File: src/rtl/serv_dbus_pkg.sv
// Shared types and constants for the SERV data-bus bridge.
// Optional bus timeout is enabled with SERV_DBUS_TIMEOUT_EN.
package serv_dbus_pkg;

    typedef enum logic [2:0] {
        S_IDLE = 3'd0,
        S_REQ  = 3'd1,
        S_WAIT = 3'd2,
        S_RESP = 3'd3,
        S_HOLD = 3'd4
    } state_t;

    // Read data returned to the core when an access fails.
    localparam logic [31:0] RDT_ERR = 32'h0;

    // Width of a counter that must hold values 0..limit.
    function automatic int unsigned timer_width(input int unsigned limit);
        return $clog2(limit + 1);
    endfunction

endpackage

File: src/rtl/serv_dbus_timer.sv
// Cycle counter that flags when a bus access has been outstanding for TIMEOUT cycles.
// Only instantiated when SERV_DBUS_TIMEOUT_EN is defined.
module serv_dbus_timer
    import serv_dbus_pkg::*;
#(
    parameter int unsigned TIMEOUT = 255
) (
    input  logic i_clk,
    input  logic i_rst_n,
    input  logic i_clear,
    input  logic i_enable,
    output logic o_expired
);

    localparam int unsigned W = timer_width(TIMEOUT);
    localparam logic [W-1:0] LAST = W'(TIMEOUT - 1);

    logic [W-1:0] count;

    // The TIMEOUT-th enabled cycle is the one that reports expiry.
    assign o_expired = i_enable && (count == LAST);

    always_ff @(posedge i_clk or negedge i_rst_n) begin
        if (!i_rst_n) begin
            count <= '0;
        end else if (i_clear) begin
            count <= '0;
        end else if (i_enable && !o_expired) begin
            count <= count + W'(1);
        end
    end

endmodule

File: src/rtl/serv_dbus_bridge.sv
// Registered bridge from the SERV data port to a pipelined Wishbone slave with stall.
// Define SERV_DBUS_TIMEOUT_EN to abort accesses the slave leaves unanswered for TIMEOUT cycles.
module serv_dbus_bridge
    import serv_dbus_pkg::*;
#(
    parameter int unsigned TIMEOUT = 255
) (
    input  logic        i_clk,
    input  logic        i_rst_n,
    input  logic [31:0] i_cpu_adr,
    input  logic [31:0] i_cpu_dat,
    input  logic [3:0]  i_cpu_sel,
    input  logic        i_cpu_we,
    input  logic        i_cpu_cyc,
    output logic [31:0] o_cpu_rdt,
    output logic        o_cpu_ack,
    output logic        o_cpu_err,
    output logic [31:0] o_wb_adr,
    output logic [31:0] o_wb_dat,
    output logic [3:0]  o_wb_sel,
    output logic        o_wb_we,
    output logic        o_wb_cyc,
    output logic        o_wb_stb,
    input  logic        i_wb_stall,
    input  logic [31:0] i_wb_rdt,
    input  logic        i_wb_ack,
    input  logic        i_wb_err,
    output logic [2:0]  o_dbg_state
);

    // Handshake: the core holds i_cpu_cyc and its fields until o_cpu_ack; the slave
    // accepts stb on a cycle without i_wb_stall and answers with one ack or err cycle.
    state_t state;
    logic   orphan;
    logic   busy;
    logic   resp_ok;
    logic   slv_ack;
    logic   slv_err;
    logic   timeout;
    logic   fail;
    logic   finish;
    logic   deliver;

    assign busy    = (state == S_REQ) || (state == S_WAIT);
    // A response only counts once the strobe has been (or is being) accepted.
    assign resp_ok = (state == S_WAIT) || ((state == S_REQ) && !i_wb_stall);
    assign slv_ack = resp_ok && i_wb_ack;
    assign slv_err = resp_ok && i_wb_err;

`ifdef SERV_DBUS_TIMEOUT_EN
    logic tmr_expired;

    serv_dbus_timer #(
        .TIMEOUT (TIMEOUT)
    ) u_timer (
        .i_clk     (i_clk),
        .i_rst_n   (i_rst_n),
        .i_clear   (state == S_IDLE),
        .i_enable  (busy),
        .o_expired (tmr_expired)
    );

    assign timeout = busy && tmr_expired;
`else
    // TIMEOUT has no effect in this build.
    logic [31:0] unused_timeout;
    assign unused_timeout = 32'(TIMEOUT);
    assign timeout        = 1'b0;
`endif

    // Error beats ack; a real ack beats a timeout in the same cycle.
    assign fail    = slv_err || (timeout && !slv_ack);
    assign finish  = busy && (slv_ack || fail);
    assign deliver = i_cpu_cyc && !orphan;

    assign o_dbg_state = state;

    always_ff @(posedge i_clk or negedge i_rst_n) begin
        if (!i_rst_n) begin
            state     <= S_IDLE;
            orphan    <= 1'b0;
            o_cpu_rdt <= '0;
            o_cpu_ack <= 1'b0;
            o_cpu_err <= 1'b0;
            o_wb_adr  <= '0;
            o_wb_dat  <= '0;
            o_wb_sel  <= '0;
            o_wb_we   <= 1'b0;
            o_wb_cyc  <= 1'b0;
            o_wb_stb  <= 1'b0;
        end else begin
            o_cpu_ack <= 1'b0;
            o_cpu_err <= 1'b0;
            // Core abandoned the access: let the bus finish but stay silent.
            if (busy && !i_cpu_cyc) begin
                orphan <= 1'b1;
            end
            if (finish) begin
                o_wb_cyc <= 1'b0;
                o_wb_stb <= 1'b0;
                if (fail) begin
                    o_cpu_rdt <= RDT_ERR;
                end else if (!o_wb_we) begin
                    o_cpu_rdt <= i_wb_rdt;
                end
                o_cpu_ack <= deliver;
                o_cpu_err <= deliver && fail;
                state     <= S_RESP;
            end else begin
                case (state)
                    S_IDLE: begin
                        if (i_cpu_cyc) begin
                            o_wb_adr <= i_cpu_adr;
                            o_wb_dat <= i_cpu_dat;
                            o_wb_sel <= i_cpu_sel;
                            o_wb_we  <= i_cpu_we;
                            o_wb_cyc <= 1'b1;
                            o_wb_stb <= 1'b1;
                            orphan   <= 1'b0;
                            state    <= S_REQ;
                        end
                    end
                    S_REQ: begin
                        if (!i_wb_stall) begin
                            o_wb_stb <= 1'b0;
                            state    <= S_WAIT;
                        end
                    end
                    S_WAIT: begin
                        state <= S_WAIT;
                    end
                    S_RESP: begin
                        // HOLD only if the core saw an ack and may still hold cyc.
                        state <= o_cpu_ack ? S_HOLD : S_IDLE;
                    end
                    S_HOLD: begin
                        if (!i_cpu_cyc) begin
                            state <= S_IDLE;
                        end
                    end
                    default: begin
                        state <= S_IDLE;
                    end
                endcase
            end
        end
    end

endmodule

File: config.mk
export PLATFORM = sky130hd
export DESIGN_NAME = serv_dbus_bridge
export DESIGN_NICKNAME = d
export VERILOG_FILES = /design/src/rtl/serv_dbus_pkg.sv /design/src/rtl/serv_dbus_timer.sv /design/src/rtl/serv_dbus_bridge.sv
export SDC_FILE = /design/constraint.sdc
export NUM_CORES = 1
export LEC_CHECK = 0
export BUFFER_PORTS_ARGS = -buffer_cell sky130_fd_sc_hd__buf_2
export CORE_AREA = 2 2 99 101
export CTS_CLUSTER_DIAMETER = 50
export DETAILED_ROUTE_END_ITERATION = 7
export DIE_AREA = 0 0 101 103
export PLACE_DENSITY = 0.83
export SLEW_MARGIN = 10
export SYNTH_ARGS = -nofsm -noshare
export SYNTH_HDL_FRONTEND = slang
export SYNTH_HIERARCHICAL = 1
export SYNTH_SLANG_ARGS = --single-unit
File: constraint.sdc
create_clock -name i_clk -period 2.49 [get_ports i_clk]
set_input_delay 0.249 -clock i_clk [delete_from_list [all_inputs] [get_ports i_clk]]
set_output_delay 0.249 -clock i_clk [all_outputs]
set_load 0.03 [all_outputs]
# Word-level counts from Yosys, hierarchy flattened
# Cells that the tools add are included.
# classes
n_eq_ne	8
mux	20
bitwise_logic	1
reduce_logical	22
# ops
operator	n
two-way mux 32 bit	2
two-way mux 3 bit	5
case mux 3 bit (5 select lines)	1
two-way mux 1 bit	11
inequality test 3 bit, second input constant	3
AND reduction 3 bit	3
logical AND 1 bit	7
equality test 3 x 2 -> 1 bit, second input constant	2
AND reduction 2 bit	2
nonzero test 2 bit	2
equality test 3 x 1 -> 1 bit, second input constant	1
equality test 3 bit, second input constant	1
zero test 1 bit	3
zero test 3 bit	1
logical OR 1 bit	3
nonzero test 3 bit	1
inequality test 2 x 1 -> 1 bit, second input constant	1
case mux 1 bit (2 select lines)	1
NOT 1 bit	1
# word_totals
regBits	109

# Logic depth before layout (Yosys ltp)
# Gate-level depths: netlist (run 1).
# logic_depth
depth_word	8
ltp_mapped	7
ltp_nobuf	5

# Least setup slack after synthesis (run 1)
# Ideal clock, no wire load.
# synth_timing
path_kind	register -> register
startpoint	register state[0] (netlist: o_dbg_state[0])
endpoint	register o_cpu_rdt[21]
setup_ps	69
arrival_ps	1777
required_time_ps	2421
path_slack_ps	644
path_stages_with_launch	7
n_path_buf	2
synth_period_minus_slack_ps	1846
cell_sequence	dfrtp_1 > buf_2 > nor4b_4 > o22ai_1 > buf_2 > or4b_1 > nand3_1
# synth_between
elab_chain_len	7
word_cells_on_any_way	12
cone_classes	eq/ne: 3; mux: 1; reduce/logical: 8
# synth_rtl
element	line	source
from (decl)	serv_dbus_bridge.sv:33	state_t state;
from (signal assigned)	serv_dbus_bridge.sv:134	state <= o_cpu_ack ? S_HOLD : S_IDLE;
equality test 3 x 1 -> 1 bit	serv_dbus_bridge.sv:44, serv_dbus_bridge.sv:46	
logical AND 1 bit	serv_dbus_bridge.sv:46	assign resp_ok = (state == S_WAIT) || ((state == S_REQ) && !i_wb_stall);
logical OR 1 bit	serv_dbus_bridge.sv:46	
logical AND 1 bit, on equally long branches	serv_dbus_bridge.sv:47, serv_dbus_bridge.sv:48	
logical OR 1 bit	serv_dbus_bridge.sv:73	assign finish = busy && (slv_ack || fail);
logical AND 1 bit	serv_dbus_bridge.sv:73	
AND reduction 2 bit (no source line)	--	
to (signal assigned)	serv_dbus_bridge.sv:104	o_cpu_rdt <= i_wb_rdt;
to (decl)	serv_dbus_bridge.sv:15	output logic [31:0] o_cpu_rdt,
# Parallel ways exist; a longest one is shown, timed or not.
# A chain may end at the register's enable or synchronous reset.

# Final worst setup path (run 1)
# layout_timing
startpoint	register state[1] (netlist: o_dbg_state[1])
endpoint	register o_cpu_rdt[24]
# Same word-level chain as after synthesis.

==> results of run 1 <==
[repair_timing]
action,in CTS,in global routing
hold endpoints to repair,41,0
hold buffers,1,0
buffers inserted,0,0
[layout by cell type (no fill, tap or decap), types with 2 or more instances in the layout]
master / count
sky130_fd_sc_hd__buf_2: 213
sky130_fd_sc_hd__nor2_1: 5
sky130_fd_sc_hd__clkbuf_8: 9
sky130_fd_sc_hd__nand2_1: 64
sky130_fd_sc_hd__a31oi_1: 5
sky130_fd_sc_hd__clkinvlp_4: 2
sky130_fd_sc_hd__clkinv_4: 2
sky130_fd_sc_hd__nand3_1: 28
sky130_fd_sc_hd__mux2_1: 6
sky130_fd_sc_hd__buf_4: 7
sky130_fd_sc_hd__nand2b_1: 2
sky130_fd_sc_hd__buf_12: 2
sky130_fd_sc_hd__a21oi_1: 4
sky130_fd_sc_hd__nor2b_1: 7
sky130_fd_sc_hd__o21ai_0: 6
sky130_fd_sc_hd__mux2_2: 64
sky130_fd_sc_hd__or4b_1: 27
sky130_fd_sc_hd__dfrtp_1: 109
[state kept, by name, indices dropped and copies added, names as in the netlist, 3 cells and up]
| name | cells |
|---|---|
| o_wb_adr | 32 |
| o_cpu_rdt | 32 |
| o_wb_sel | 4 |
| o_wb_dat | 32 |
| o_dbg_state | 3 |
[power by group through the flow]
stage	Combinational [mW]	Sequential, mW	Clock [mW]
5_1_grt	4.80	3.31	1.17
4_1_cts	4.53	3.20	1.10
6_report	4.48	3.19	1.06
3_5_place_dp	4.54	3.23	0
2_1_floorplan	1.49	4.85	0
3_3_place_gp	4.43	3.16	0
[worst max-delay path, delay by kind of cell (launching register included)]
family          cells  cell delay [ns]
buf+inv             1             0.28
compound gates      1             0.11
flops               1             0.51
simple gates        3             1.03
[worst min-delay path by stage]
| stage | from | cells after the start | to | slack, ns |
|---|---|---|---|---|
| after CTS | i_cpu_adr[1] | 2 | o_wb_adr[1]$_DFFE_PN0P_ | 0.08 |
| after global placement | i_rst_n | 1 | o_wb_dat[12]$_DFFE_PN0P_ | 0.26 |
| after floorplan | i_rst_n | 0 | o_cpu_ack$_DFF_PN0_ | -0.05 |
| final | i_cpu_adr[1] | 2 | o_wb_adr[1]$_DFFE_PN0P_ | 0.1 |
| after global routing | i_cpu_dat[29] | 2 | o_wb_dat[29]$_DFFE_PN0P_ | 0.08 |
| after detailed placement | i_rst_n | 1 | o_wb_dat[11]$_DFFE_PN0P_ | 0.27 |
[per-stage QoR]
step	utilization	setup WS (ns)	instance area (sq um)	std cells
3_5_place_dp	0.607	0.476	5740	673
3_3_place_gp	0.607	0.577	5740	673
6_report	0.629	0.491	5950	690
2_1_floorplan	-	0.644	4530	362
5_1_grt	0.629	0.358	5950	690
4_1_cts	0.629	0.471	5950	690
[cells by family after synthesis]
group,share of synthesized area
flops,0.602
compound gates,0.0226
simple gates,0.176
mux,0.174
buf+inv,0.0262
[routing by layer]
metal | vias up | global-route usage | part of all wire
met1 | 1688 | 0.257 | 0.41
met5 | - | 0 | 0
li1 | 1687 | - | -
met4 | 0 | 0.0717 | 0.016
met2 | 161 | 0.306 | 0.49
met3 | 14 | 0.0447 | 0.079
[final cells by class]
type / count / area share
well taps: 114 / 0.0240
flip-flops and latches: 109 / 0.458
inverters: 1 / 0.000631
repair buffers: 223 / 0.196
multi-input cells: 227 / 0.287
clock buffers: 10 / 0.0215
clock inverters: 6 / 0.0120
==> run summary, run 1 <==
The number of enable flip-flop cells after synthesis is 0. The fraction of final layout cells with drive strength greater than 1 came out at 0.530. The first-pass GRT wire length came out at about 16000 um. Across all layers, the routed design uses around 3600 vias. The smallest clock period supported by the final layout is computed as 2.00 ns.

The number of buffers created by CTS came out at 9. STA classifies the critical path startpoint as a flop. The core region is 9460 sq um. The die is ~100 um wide.

The aggregate global routing overflow is 0. The run finished with clean final reports. Setup repair after global routing left no endpoint under its margin. The dominant synthesized flop cell is sky130_fd_sc_hd__dfrtp_1. The count of pins on the block boundary came out at between 200 and 250. The critical path required time is ~2.8 ns.

The number of cells upsized or downsized after cts is 0. The sequential cell fraction of total power is 0.365. Synthesis produced a netlist with a net count of 469. The tightest min-delay check is of the input port to flop type. The library cell occupying the most area in the post-synthesis netlist is sky130_fd_sc_hd__dfrtp_1. The total of warnings raised by yosys came out at 6. The measured slew at the worst slew-check pin is 0.619 ns. The critical path starts at o_dbg_state[1]$_DFFE_PN0P_.

TritonCTS built the clock tree. The final net count came out at ~680. The initial antenna violation count is 0. The worst register-to-register path has a depth of 5. The number of max-cap violations came out at 0. In the final layout, the multi-input gates occupy about 1700 sq um. The startpoint of the worst register-to-register path is o_dbg_state[1]$_DFFE_PN0P_. The cell area after synthesis is between 4000 and 5000 sq um. The critical path goes through nor4b_4 -> o22ai_4 -> buf_4 -> or4b_1 -> nand3_1. The worst clock skew on the final layout came out at roughly 0.01 ns. The average footprint of a synthesized cell came out at 12.5 sq um. The final number of hold-violating endpoints is 0. In this run the tool buffered the top-level ports with ~210 buffer cells. The number of storage elements in the synthesis netlist is roughly 110. After detailed routing, the average wire length per cell comes to ~15 um.

The worst-path maximum fanout came out at 57. The fraction of power consumed by the clock network came out at 0.121. The max-slew violation count is 0. Registers take 2730 sq um. The static leakage is a little under 3 nW. The maximum single-stage delay on the critical path came out at between 0.5 and 0.6 ns. After the first detailed-routing iteration, the DRC count stood at between 150 and 200. The clock transition at the register clock pins on the worst setup and hold paths after CTS came out at 0.10 ns. Dividing the detail-routed via count by the number of cells gives between 5 and 6. Dividing the final minimum period by the clock period gives 0.803. The number of different library cells used by synthesis comes to 26.

Counting flops with an async set or reset pin after synthesis yields a share of 1.00. The worst relative slew slack is 0.587. The number of global-route vias before repair came to between 3000 and 4000.

The number of H-tree levels came out at 3. In this run the critical register-to-register path is captured at o_cpu_rdt[24]$_DFFE_PN0P_. The fill cell instance count of the final layout came out at 760. VDD sags by at most roughly 0.0007 V. The die covers approximately 10000 sq um. The floorplan die height came out at around 100 um.

For this design, the slowest cell found on the critical path is sky130_fd_sc_hd__or4b_1. The critical path capture point type is a flop. The total iterations of the first detailed-routing run is 4. The last weighted congestion value of the routability-driven placer is ~0.83. In the post-synthesis netlist, the cell with the most instances is sky130_fd_sc_hd__dfrtp_1. For this run, design rule violations remaining after detail routing come to 0. The number of buffers between clock root and the deepest sink is 2. Data arrives at the worst endpoint at between 2 and 2.5 ns. The portion of total power attributed to combinational logic came out at 0.513. The power per unit of standard cell area came out at 1470 nW/um^2. The post-synthesis to final-layout area growth came out at 31.2%. The count of antenna diodes in the layout is 0. Yosys attributes the largest share of cell area to sky130_fd_sc_hd__dfrtp_1, sky130_fd_sc_hd__mux2_2, sky130_fd_sc_hd__or4b_1, sky130_fd_sc_hd__nand2_1, sky130_fd_sc_hd__nand3_1. The switching part of the total power is 0.467.

The area share of the largest cell type after synthesis came out at 0.602. The sum of negative setup slack is 0 ns. The clock root buffer master is sky130_fd_sc_hd__clkbuf_8. The number of clock sinks came out at around 110. Once detailed placement completed, the half-perimeter wirelength came to slightly below 8000 um. Ranked by instance count, the synthesized netlist is headed by sky130_fd_sc_hd__dfrtp_1, sky130_fd_sc_hd__mux2_2, sky130_fd_sc_hd__nand2_1, sky130_fd_sc_hd__nand3_1, sky130_fd_sc_hd__or4b_1.

The global-route usage over all layers is 0.191. The cell row count is 36. The initial utilization of the core area, before any placement, comes to 0.479. The internal power of the cells is 4.65 mW. The net switching component of the power is about 4 mW. Across all register-to-register paths, the minimum setup slack is slightly below 0.5 ns. The remaining number of nets flagged by the antenna check after routing came out at 0. After detailed routing, the total wire length is roughly 10000 um. The instance count of the mapped netlist is 362. The sequential-to-total area share from yosys stat came out at 0.602. The number of setup violations in the final report came out at 0. For the worst-skew pair, the clock arrives at the later sink with an insertion delay of 0.36 ns. The highest clock frequency the design can meet is 500 MHz. The type of the worst setup path is flop to flop.

The final total power is just under 9 mW. The maximum number of pins on one net before global-route repair came out at 58. Hold is met by about 0.099 ns.

The end of the critical path is o_cpu_rdt[24]$_DFFE_PN0P_.
(Power assumes the default switching activity.)
==> inputs of run 2 (changes only) <==
--- a/config.mk
+++ b/config.mk
@@ -6,11 +6,11 @@
 export NUM_CORES = 1
 export LEC_CHECK = 0
 export BUFFER_PORTS_ARGS = -buffer_cell sky130_fd_sc_hd__buf_2
-export CORE_AREA = 2 2 99 101
+export CORE_AREA = 2 2 107 109
 export CTS_CLUSTER_DIAMETER = 50
 export DETAILED_ROUTE_END_ITERATION = 7
-export DIE_AREA = 0 0 101 103
-export PLACE_DENSITY = 0.83
+export DIE_AREA = 0 0 109 111
+export PLACE_DENSITY = 0.76
 export SLEW_MARGIN = 10
 export SYNTH_ARGS = -nofsm -noshare
 export SYNTH_HDL_FRONTEND = slang
==> constraint.sdc (replaced) <==
create_clock -name i_clk -period 1.8 [get_ports i_clk]
set_input_delay 0.18 -clock i_clk [delete_from_list [all_inputs] [get_ports i_clk]]
set_output_delay 0.18 -clock i_clk [all_outputs]
set_load 0.03 [all_outputs]
==> run 2 against run 1 <==
  * Clock skew is 0.00054 ns lower
  * Cell count grew 5.9%
  * Global-route usage is 0.90 points lower
  * Maximum frequency is 12% higher
  * Worst setup slack worse by 0.48 ns
  * Non-clock buffer count increased by 11
  * Clock power increased by 82%
  * Sequential power rose by 37%
  * Critical path depth did not move
  * Combinational power up 46%
==> run summary, run 2 (synthesis results as in run 1) <==
The maximum number of pins on one net before global-route repair came to 65 (+12%). The initial antenna violation count came out at 0 (unchanged). Leaving out fill and tap cells, the most frequent cell in the layout is sky130_fd_sc_hd__buf_2. The number of clock sinks came to 109 (unchanged). The standard cell core area came out at 11100 sq um (+17%). The highest ir drop seen on vdd was 0.000966 V (+40%).

The total iterations of the first detailed-routing run is 4 (unchanged). The final standard cell count with taps included and fillers excluded is 731 (+5.9%). The number of buffers between clock root and the deepest sink came to 2 (unchanged).

STA classifies the critical path endpoint as a flop. The final total power is 12.8 mW (+47%). The clock latency reported for the late side of the worst-skew pair was 0.34 ns (-0.02 ns). The cell row count came out at 39 (+8.3%). The worst setup path is launched from a flop. The number of max-cap violations is 0 (unchanged).

The count of antenna diodes in the layout came out at 0 (unchanged). The multi-input logic area came out at 1770 sq um (+3.7%). The post-synthesis to final-layout area growth is 37.5%. The last weighted congestion value of the routability-driven placer came out at 0.767 (-7.9%).

The fraction of final layout cells with drive strength greater than 1 came out at 0.546 (+0.0164). The count of placed standard cells including taps is 708 (+5.2%). The static leakage came out at 3.09 nW (+3.9%). The remaining number of nets flagged by the antenna check after routing is 0 (unchanged). The clock transition at the register clock pins on the worst setup and hold paths after CTS came out at 0.07 ns (-0.03 ns). The register area was 2730 sq um (+0.14%). The worst clock skew on the final layout is 0.00949 ns (-0.000536 ns). The average wire per standard cell is 15.4 um (+2.1%).

The class of the tightest hold or removal check is input port to flop. The flow ran to the end, and the final reports show no timing, DRC or antenna violations. The number of buffer cells added on primary ports came out at 214 (unchanged). The critical path required time is 2.08 ns (-0.72 ns). The routed wire length is 11300 um (+8.1%). The final number of hold-violating endpoints came out at 0 (unchanged).

The count of unresolved DRC violations after routing is 0 (unchanged). The largest registers in the layout are o_cpu_rdt: 32 flops, o_wb_adr: 32 flops, o_wb_dat: 32 flops. The number of design-rule violations left by the first detailed-router iteration came out at 181 (+19%). The total number of vias is 3652 (+2.9%).

The measured slew at the worst slew-check pin is 1.06 ns (+0.445 ns). The worst-path maximum fanout is 12 (-79%). The highest clock frequency the design can meet is 559 MHz (+12%).

The number of H-tree levels is 3 (unchanged). The area after detailed placement is 5840 sq um (+1.7%). The number of setup violations in the final report is 0 (unchanged).

The sum of negative setup slack came out at 0 ns (unchanged). The worst relative slew slack came out at 0.288 (-0.299). Setup repair after global routing could not meet its margin everywhere. Leaving out fill and tap cells, the most frequent cells in the layout are sky130_fd_sc_hd__buf_2, sky130_fd_sc_hd__dfrtp_1, sky130_fd_sc_hd__nand2_1, sky130_fd_sc_hd__mux2_2, sky130_fd_sc_hd__nand3_1.

The aggregate global routing overflow is 0 (unchanged). The fill cell instance count of the final layout came out at 943 (+24%). The first-pass GRT wire length came to 17400 um (+12%). The post-route cell area came out at 6230 sq um (+4.8%). The shortest period the worst path allows is 1.79 ns (-0.211 ns).

The number of global-route vias before repair was 3621 (+13%). In this run the clock root is driven by a sky130_fd_sc_hd__clkbuf_16. The starting density of the core came out at 0.409 (-0.0700). The post-route fraction of the period consumed by the critical path is 0.993 (+0.190). TritonCTS built the clock tree. The detailed placer's ending HPWL came out at 7920 um (+0.40%).

The placement-stage worst setup slack is -0.102 ns (-0.578 ns). The floorplan die height was 111 um (+7.8%). The count of pins on the block boundary came out at 215 (unchanged). The per-cell via count in the routed design is 5.00 (-2.9%). The total die area came to 12100 sq um (+16%). The final net count is 692 (+2.1%). The utilization of the core after routing is 0.563 (-0.0661). The worst hold margin is 0.0572 ns (-0.0416 ns).

The max-slew violation count came out at 0 (unchanged). The power per unit of standard cell area came to 2060 nW/um^2 (+40%). The global-route usage over all layers was 0.182 (-0.00903). The worst endpoint data arrival time came out at 2.06 ns (-0.25 ns). The chip width came to 109 um (+7.9%). The minimum setup slack in the final design came out at 0.0122 ns (-0.479 ns). The number of buffers created by CTS came out at 9 (unchanged).

The type of the worst setup path is flop to flop.
==> run 2: cell types whose count changed in the layout (fill, tap and decap cells not counted), sizes merged <==
cell / before / now
buf: 222 / 233
o22ai: 1 / 4
clkbuf: 10 / 12
clkinvlp: 2 / 0
inv: 2 / 1
clkinv: 2 / 1
==> run 2: critical path: stages (launching register included) <==
cell	delay [ns]
sky130_fd_sc_hd__dfrtp_2	0.47
sky130_fd_sc_hd__nor3b_4	0.34
sky130_fd_sc_hd__buf_4	0.20
sky130_fd_sc_hd__o22ai_4	0.14
sky130_fd_sc_hd__or4b_1	0.49
sky130_fd_sc_hd__nand3_1	0.09
==> run 2: cell type report <==
class	count	area share
timing repair buffer	234	0.203
multi-input combinational	230	0.284
inverter	1	0.000602
sequential	109	0.438
clock inverter	2	0.00562
clock buffer	12	0.0395
tap	143	0.0287
==> run 2: final timing paths <==
| kind | from | end | slack, ns | depth (start not counted) |
|---|---|---|---|---|
| min in group asynchronous | i_rst_n | o_cpu_rdt[25]$_DFFE_PN0P_ | 0.37 | 3 |
| max in group asynchronous | i_rst_n | o_wb_dat[23]$_DFFE_PN0P_ | 1.12 | 3 |
| setup reg to reg | o_dbg_state[2]$_DFFE_PN0P_ | o_cpu_rdt[4]$_DFFE_PN0P_ | 0.01 | 5 |
| hold / removal | i_cpu_dat[28] | o_wb_dat[28]$_DFFE_PN0P_ | 0.06 | 2 |
| hold reg to reg | o_wb_dat[27]$_DFFE_PN0P_ | o_wb_dat[27]$_DFFE_PN0P_ | 0.48 | 1 |
| setup / recovery | o_dbg_state[2]$_DFFE_PN0P_ | o_cpu_rdt[4]$_DFFE_PN0P_ | 0.01 | 5 |
==> run 2: what timing repair did <==
item                                    in CTS  in global routing
setup buffers                                1                  4
pin swaps                                    3                  2
cloned                                       1                  2
endpoints found under the setup margin      29                 31
hold buffers                                 1                  0
endpoints found under the hold margin      109                  0
resized for setup                            3                  3
==> run 2: routing by layer <==
layer / share of wire / vias up / track usage / routed length (um)
met5: 0 / - / 0 / 0
met4: 0.011 / 0 / 0.0573 / 127
met3: 0.074 / 9 / 0.0500 / 832
met2: 0.54 / 139 / 0.327 / 6100
met1: 0.37 / 1774 / 0.207 / 4220
li1: - / 1730 / - / -
==> run 2: power by group <==
group / switching (mW) / internal (mW) / leakage (nW)
logic: 4.25 / 2.29 / 1.64
clock network: 0.827 / 1.10 / 0.139
registers: 0.691 / 3.67 / 1.31
total: 5.77 / 7.06 / 3.09
